## config.mk

```make
export PLATFORM = sky130hd
export DESIGN_NAME = data_path
export DESIGN_NICKNAME = d
export VERILOG_FILES = /design/src/rtl/data_path.sv
export SDC_FILE = /design/constraint.sdc
export NUM_CORES = 1
export LEC_CHECK = 0
export BUFFER_PORTS_ARGS = -buffer_cell sky130_fd_sc_hd__buf_2
export CAP_MARGIN = 20
export CORE_ASPECT_RATIO = 0.8
export CORE_MARGIN = 4
export CORE_UTILIZATION = 45
export CTS_CLUSTER_DIAMETER = 60
export DETAILED_ROUTE_END_ITERATION = 7
export GPL_ROUTABILITY_DRIVEN = 1
export PLACE_DENSITY = 0.7
export SLEW_MARGIN = 20
export SYNTH_ARGS = -nofsm -noshare
export SYNTH_HDL_FRONTEND = slang
export SYNTH_SLANG_ARGS = --single-unit
```

## constraint.sdc

```tcl
create_clock -name clk -period 2.3 [get_ports clk]
set_input_delay 0.115 -clock clk [delete_from_list [all_inputs] [get_ports clk]]
set_output_delay 0.115 -clock clk [all_outputs]
set_load 0.03 [all_outputs]
```

## src/rtl/data_path.sv

```systemverilog
// Datapath slave of the watch-mode controller: step register s, value register y,
// and the registered status flags returned to the control automaton.
module data_path #(
  parameter int S_W   = 3,
  parameter int S_MOD = 4,
  parameter int Y_W   = 4
) (
  input  logic           clk,
  input  logic           rst,
  input  logic [Y_W-1:0] x,
  input  logic           s_en,
  input  logic           s_add,
  input  logic [1:0]     s_step,
  input  logic           s_zero,
  input  logic           y_en,
  input  logic           y_store_x,
  input  logic [1:0]     y_select_next,
  output logic           y_inc,
  output logic [S_W-1:0] s,
  output logic [Y_W-1:0] y,
  output logic           y_upd,
  output logic           y_ovf
);

  typedef enum logic [1:0] {
    Y_HOLD = 2'd0,
    Y_INCR = 2'd1,
    Y_DECR = 2'd2,
    Y_CLR  = 2'd3
  } y_op_e;

  localparam logic [S_W:0] MOD_EXT = (S_W+1)'(S_MOD);

  logic [S_W-1:0] base;
  logic [S_W:0]   sum;
  logic [S_W-1:0] s_next;
  logic           inc_next;
  logic [Y_W-1:0] y_next;
  logic           ovf_next;
  y_op_e          y_op;

  assign y_op = y_op_e'(y_select_next);

  // Add is evaluated one bit wider so the wrap against S_MOD is detected before
  // truncation; only a single subtraction is applied, even when base >= S_MOD.
  always_comb begin
    base     = s_zero ? '0 : s;
    sum      = {1'b0, base} + (S_W+1)'(s_step);
    s_next   = s;
    inc_next = 1'b0;
    if (s_en) begin
      if (s_add) begin
        if (sum >= MOD_EXT) begin
          s_next   = S_W'(sum - MOD_EXT);
          inc_next = 1'b1;
        end else begin
          s_next = sum[S_W-1:0];
        end
      end else begin
        s_next = base - S_W'(s_step);
      end
    end
  end

  always_comb begin
    y_next   = y;
    ovf_next = y_ovf;
    if (y_en) begin
      if (y_store_x) begin
        y_next   = x;
        ovf_next = 1'b0;
      end else begin
        unique case (y_op)
          Y_INCR: begin
            y_next = y + 1'b1;
            if (y == '1) ovf_next = 1'b1;
          end
          Y_DECR: begin
            y_next = y - 1'b1;
            if (y == '0) ovf_next = 1'b1;
          end
          Y_CLR:   y_next = '0;
          default: y_next = y;
        endcase
      end
    end
  end

  always_ff @(posedge clk) begin
    if (rst) begin
      s     <= '0;
      y     <= '0;
      y_inc <= 1'b0;
      y_upd <= 1'b0;
      y_ovf <= 1'b0;
    end else begin
      s     <= s_next;
      y     <= y_next;
      y_inc <= inc_next;
      y_upd <= (y_next != y);
      y_ovf <= ovf_next;
    end
  end

endmodule

```

==> results of run 1 <==
final timing paths:
check / cells past startpoint / to / slack, ns
worst max register to register: 6 / y_upd / 0.51
worst max-delay path: 6 / y_upd / 0.51
worst min-delay path: 3 / y_inc / 0.13
worst min register to register: 2 / s[0] / 0.49
kinds of logic after synthesis:
logic type                 count (synthesis)  share of synthesized area
muxes                                      2                     0.0213
xor gates and xnor gates                   5                     0.0466
and+or+nand+nor                           34                      0.186
AOI/OAI and AO/OA                         36                      0.277
DFF                                       10                      0.213
adders and majority gates                 12                      0.176
buffers and inverters                     16                     0.0799
worst reg2reg max path, delay by kind of cell (launching register included):
kind / cells / cell delay [ns]
compound gates: 4 / 0.69
flops: 1 / 0.55
fa+ha+maj: 1 / 0.27
xor+xnor: 1 / 0.16
state kept, by name, summed over array words and instances (netlist names):
register	cells
y_inc	1
y_ovf	1
s	3
y	4
y_upd	1
through the flow:
stage	area (um2)	utilization	hold slack, ns	worst slack (ns)
floorplan	940	-	0.210	0.405
global placement	1060	0.550	0.398	0.422
detailed placement	1060	0.550	0.400	0.353
CTS	1100	0.569	0.114	0.525
global route	1100	0.569	0.128	0.416
finish	1100	0.569	0.125	0.505
placed cells by master (no fill, tap or decap), types with 4 or more instances in the layout:
master    netlist  final
nand2b_1        5      5
nor2_1          9      9
nand2_1         7      7
o21ai_0        10     10
a21oi_1         4      4
buf_2           3     24
ha_1           10     10
inv_1          10     10
dfxtp_1        10     10
metal layers:
metal  vias up  share of wire
met1       444           0.44
met2        46           0.46
met3         2          0.090
li1        462              -
met5         -              0
met4         0         0.0065
where the power goes:
group	leakage (uW)	internal (uW)	switching (uW)
Combinational	0.000410	76.2	114
Sequential	0.0000824	186	14.9
Clock	0.0000210	96.0	60.9
area by class of cell:
type,count,area share
clock buffer,4,0.0331
tap,24,0.0274
multi-input combinational,89,0.606
timing repair buffer,25,0.116
inverter,10,0.0342
sequential,10,0.183
==> impl_results.md, run 1 <==
- Vias per inst: 5.89
- CTS tree: done
- Max-cap violation count: 0
- Largest net degree at the start of global routing: 15
- Ys async rst share: 0
- DRT iter0 DRCs: 38
- Headroom to the max-slew limit: 0.750
- Clk_lat worst skew: 0.26 ns
- Initial Util: 0.488
- CTS sink count: 10
- Worst Skew: 0.00114 ns
- Core Footprint: 1930 um2
- Met1 Use GR: 0.216
- Commonest cells in the netlist: dfxtp_1, ha_1, inv_1, o21ai_0, nor2_1
- Vias: 954
- Net count after synthesis: 142
- Setup_tns: 0 ns
- CTS resizes: 0
- HP Start: s_add
- EDFF count, synth: 0
- Share of cells above drive strength 1: 0.246
- Reg2reg start: y[0]
- Postcts setup bufs: 0
- Seq/Total Area, Yosys: 0.213
- Slowest CP cell: dfxtp_1
- IO Pins: 25
- Clk slew on worst S/H paths: 0.07 ns
- Largest area contributor in the netlist: dfxtp_1
- Final setup viols: 0
- Max frequency: 557 MHz
- WP data required: 2.44 ns
- Placed Cells: 158
- CTS max path bufs: 2
- Post-Syn Area: 940 um2
- CTS Buf Count: 3
- GR Util met3: 0.0344
- Tot Pwr: 548 uW
- Hold WC Path Type: input pin to flop
- CTS root buffer: clkbuf_4
- Final period util: 0.780
- Top FF cell, synth: dfxtp_1
- Peak supply drop: 0.335 mV
- DRT antenna net count: 0
- Hold buffers post-CTS: 0
- Busiest grt layer: met2
- WP buf/inv: 0
- Initial antenna violation count: 0
- Final nets: 166
- Placer Congestion: 0.891
- Area growth syn-to-layout: 16.6%
- Final Hold Fails: 0
- Site Rows: 14
- Vias in the first global route: 818
- Setup Crit Path Kind: flop to flop
- Fill count: 186
- Critical Path Sink Type: flop
- # diodes: 0
- Status: finished clean
- Arrival time at the worst endpoint: 1.93 ns
- DRT Pass-1 Iters: 4
- RSZ-0062 raised after global routing: false
- DR WL/cell: 13.2 um
- Delay-heaviest family, CP: compound AO/OA/AOI/OAI gates
- CP startpoint kind: flop
- CP max FO: 11
- Largest cells by area after synthesis: dfxtp_1, ha_1, o21ai_0
- Die W: 59.1 um
- GRT Resource Usage Total: 0.151
- DRC: 0
- CP cell instances: ha_1 > a21oi_4 > xnor2_1 > a22o_2 > a221oi_1 > o22ai_1
- First-pass GRT wire length: 3530 um
- Slew Viols, Final: 0
- Cell Count, Final, Fillers Out: 162
- Multi-input gate area: 664 um2
- Register bit total from synthesis: 10
- Syn Area/Cell: 8.17 um2
- Routed WL: 2150 um
- Die Ht: 48.9 um
- Slew at the pin with the worst max-slew slack: 0.375 ns
- GRT met2 Usage: 0.226
- Sequential cell area: 200 um2
- Die ar.: 2890 um2
- Crit path launch: y[0]
- Remaining global-route overflow: 0
- Post-layout min period: 1.79 ns
- Warnings, synthesis: 0
- Power density cells: 500 nW/um2
- Cells after synthesis: 115
- Number of port buffers: 24
- Yosys cell types: 39
- H-tree depth: 1
- Leak pwr: 0.000514 uW
- Synth top area share: 0.213
- Final HPWL DP: 1770 um
- CP max stage delay: 0.55 ns
Note: power is estimated with default switching activity, not from simulation.
==> run 2: changes to the inputs <==
==> constraint.sdc (replaced) <==
create_clock -name clk -period 1.82 [get_ports clk]
set_input_delay 0.091 -clock clk [delete_from_list [all_inputs] [get_ports clk]]
set_output_delay 0.091 -clock clk [all_outputs]
set_load 0.03 [all_outputs]
==> run 2 against run 1 <==
Effect of this change: sequential power is 24% higher; worst hold slack worse by 0.020 ns; via count is 2.5% lower; wire length is 3.1% higher; non-clock buffer count is 4 higher; cell count is 1.9% higher; clock power is 6% lower; worst setup slack worse by 0.38 ns; clock-buffer cell count is 1 lower; sequential share of layout area is 0.18 points lower; power is 19% higher; largest cell class unchanged.
==> impl_results.md, run 2 (same netlist as run 1, synthesis figures left out) <==
- Status: finished clean (unchanged)
- Core Footprint: 1930 um2 (unchanged)
- Cell Count, Final, Fillers Out: 165 (was 162)
- Critical Path Sink Type: flop (unchanged)
- GRT Resource Usage Total: 0.161 (was 0.151)
- Largest registers: y x4, s x3 (unchanged)
- Die Ht: 48.9 um (unchanged)
- Vias in the first global route: 875 (was 818)
- Worst r2r dst: y_upd (unchanged)
- GRT met2 Usage: 0.254 (was 0.226)
- Placer Congestion: 0.856 (was 0.891)
- Final nets: 170 (was 166)
- Slowest CP cell: dfxtp_2 (was dfxtp_1)
- First-pass GRT wire length: 3680 um (was 3530 um)
- CTS tree: done (unchanged)
- Pint: 415 uW (was 358 uW)
- Psw: 236 uW (was 190 uW)
- DRT antenna net count: 0 (unchanged)
- Setup_tns: 0 ns (unchanged)
- CTS max path bufs: 2 (unchanged)
- Part of the power in registers: 0.384 (was 0.367)
- Power density cells: 584 nW/um2 (was 500 nW/um2)
- Top reg by flops: y (unchanged)
- DRC: 0 (unchanged)
- CP max FO: 2 (was 11)
- WP buf/inv: 0 (unchanged)
- Routed WL: 2210 um (was 2150 um)
- CTS Buf Count: 3 (unchanged)
- CP startpoint kind: flop (unchanged)
- Final Core Density: 0.578 (was 0.569)
- WP data required: 1.96 ns (was 2.44 ns)
- Peak supply drop: 0.283 mV (was 0.335 mV)
- Clk slew on worst S/H paths: 0.06 ns (was 0.07 ns)
- Reg2reg start: y[1] (was y[0])
- Area growth syn-to-layout: 18.5% (was 16.6%)
- DRT iter0 DRCs: 49 (was 38)
- Max frequency: 589 MHz (was 557 MHz)
- Initial antenna violation count: 0 (unchanged)
- CTS resizes: 0 (unchanged)
- Final Hold Fails: 0 (unchanged)
- Placed Cells: 162 (was 158)
- Final setup viols: 0 (unchanged)
- Combinational share of power: 0.391 (was 0.347)
- Met1 Use GR: 0.207 (was 0.216)
- Max-cap violation count: 0 (unchanged)
- Remaining global-route overflow: 0 (unchanged)
- Reg2reg setup slack: 0.12 ns (was 0.51 ns)
- Switch share: 0.362 (was 0.346)
- Slew at the pin with the worst max-slew slack: 0.367 ns (was 0.375 ns)
- Arrival time at the worst endpoint: 1.84 ns (was 1.93 ns)
- Hold WC Path Type: input pin to flop (unchanged)
- Clock share of power: 0.226 (was 0.286)
- Max FFs per register: 4 (unchanged)
- Slew Viols, Final: 0 (unchanged)
- Headroom to the max-slew limit: 0.755 (was 0.750)
- Design Area, Final: 1110 um2 (was 1100 um2)
- DRT Pass-1 Iters: 4 (unchanged)
- CP max stage delay: 0.32 ns (was 0.55 ns)
- Largest net degree at the start of global routing: 15 (unchanged)
- Most frequent cells in the layout: buf_2, inv_1, o21ai_0, ha_1 (was buf_2, inv_1, o21ai_0, ha_1, dfxtp_1)
- Final period util: 0.932 (was 0.780)
- Tot Pwr: 650 uW (was 548 uW)
- Clk_lat worst skew: 0.26 ns (about the same)
- Die ar.: 2890 um2 (unchanged)
- Hold-critical path endpoint: s[0] (was y_inc)
- Busiest grt layer: met2 (unchanged)
- Placed Area: 1090 um2 (was 1060 um2)
- Die W: 59.1 um (unchanged)
- HP Start: s_en (was s_add)
- DR WL/cell: 13.4 um (was 13.2 um)
- Leak pwr: 0.000527 uW (was 0.000514 uW)
- CTS sink count: 10 (unchanged)
- H-tree depth: 1 (unchanged)
- Initial Util: 0.488 (unchanged)
- Vias: 930 (was 954)
- IO Pins: 25 (unchanged)
- # diodes: 0 (unchanged)
- Number of port buffers: 24 (unchanged)
- CTS root buffer: clkbuf_4 (unchanged)
- Postcts setup bufs: 0 (unchanged)
- Setup Crit Path Kind: flop to flop (unchanged)
- Worst Skew: 0.00442 ns (was 0.00114 ns)
- Vias per inst: 5.64 (was 5.89)
- CP cell instances: xor2_1 > ha_1 > and3b_1 > o2111ai_1 > o221ai_1 > a211oi_1 > o22ai_1 (was ha_1 > a21oi_4 > xnor2_1 > a22o_2 > a221oi_1 > o22ai_1)
- R2R cell count: 7 (was 6)
- Delay-heaviest family, CP: compound AO/OA/AOI/OAI gates (unchanged)
- Fill count: 189 (was 186)
- RSZ-0062 raised after global routing: false (unchanged)
- Sequential cell area: 201 um2 (was 200 um2)
- Commonest non-fill, non-tap cell in the layout: buf_2 (unchanged)
- Hold Crit Depth: 2 (was 3)
- GR Util met3: 0.0370 (was 0.0344)
- Multi-input gate area: 664 um2 (unchanged)
- Final HPWL DP: 1760 um (was 1770 um)
- Share of cells above drive strength 1: 0.270 (was 0.246)
- Hold buffers post-CTS: 0 (unchanged)
- Post-layout min period: 1.70 ns (was 1.79 ns)
- Site Rows: 14 (unchanged)
==> run 2: cell count changes in the layout (fill, tap and decap cells not counted), sizes merged <==
| cell | change |
|---|---|
| buf | +4 |
| clkbuf | -1 |
==> run 2: through the flow <==
step           worst slack [ns]  hold slack, ns
6_report                  0.124           0.105
5_1_grt                  0.0399           0.114
4_1_cts                   0.104           0.105
3_5_place_dp            -0.0475           0.380
3_3_place_gp            -0.0339           0.375
2_1_floorplan           0.00267           0.186
==> run 2: worst max path at each step <==
stage | start | to | cells past startpoint
after floorplan | y[2] | y[3] | 6
after global placement | y_select_next[0] | y_upd | 10
after detailed placement | y_select_next[0] | y_upd | 10
after CTS | y[1] | y_upd | 7
after global routing | y[1] | y_upd | 7
final | y[1] | y_upd | 7
==> run 2: worst reg2reg max path: stages (launching register included) <==
cell       delay [ns]
dfxtp_2          0.32
xor2_1           0.16
ha_1             0.29
and3b_1          0.20
o2111ai_1        0.17
o221ai_1         0.13
a211oi_1         0.20
o22ai_1          0.11
==> run 2: cell type report <==
cell class	instances	share of cell area
timing repair buffer	29	0.142
sequential	10	0.181
multi-input combinational	89	0.597
inverter	10	0.0337
tap	24	0.0270
clock buffer	3	0.0202
==> run 2: routing by layer <==
layer,wire length [um],vias up
met3,143,2
met4,30,0
li1,-,470
met5,0,-
met2,993,35
met1,1040,423
==> run 2: power by group through the flow <==
| stage | clock [uW] | combinational [uW] | sequential (uW) |
|---|---|---|---|
| 6_report | 147 | 254 | 249 |
| 5_1_grt | 165 | 282 | 251 |
| 4_1_cts | 152 | 254 | 249 |
| 3_5_place_dp | 0 | 253 | 254 |
| 3_3_place_gp | 0 | 249 | 254 |
| 2_1_floorplan | 0 | 151 | 282 |
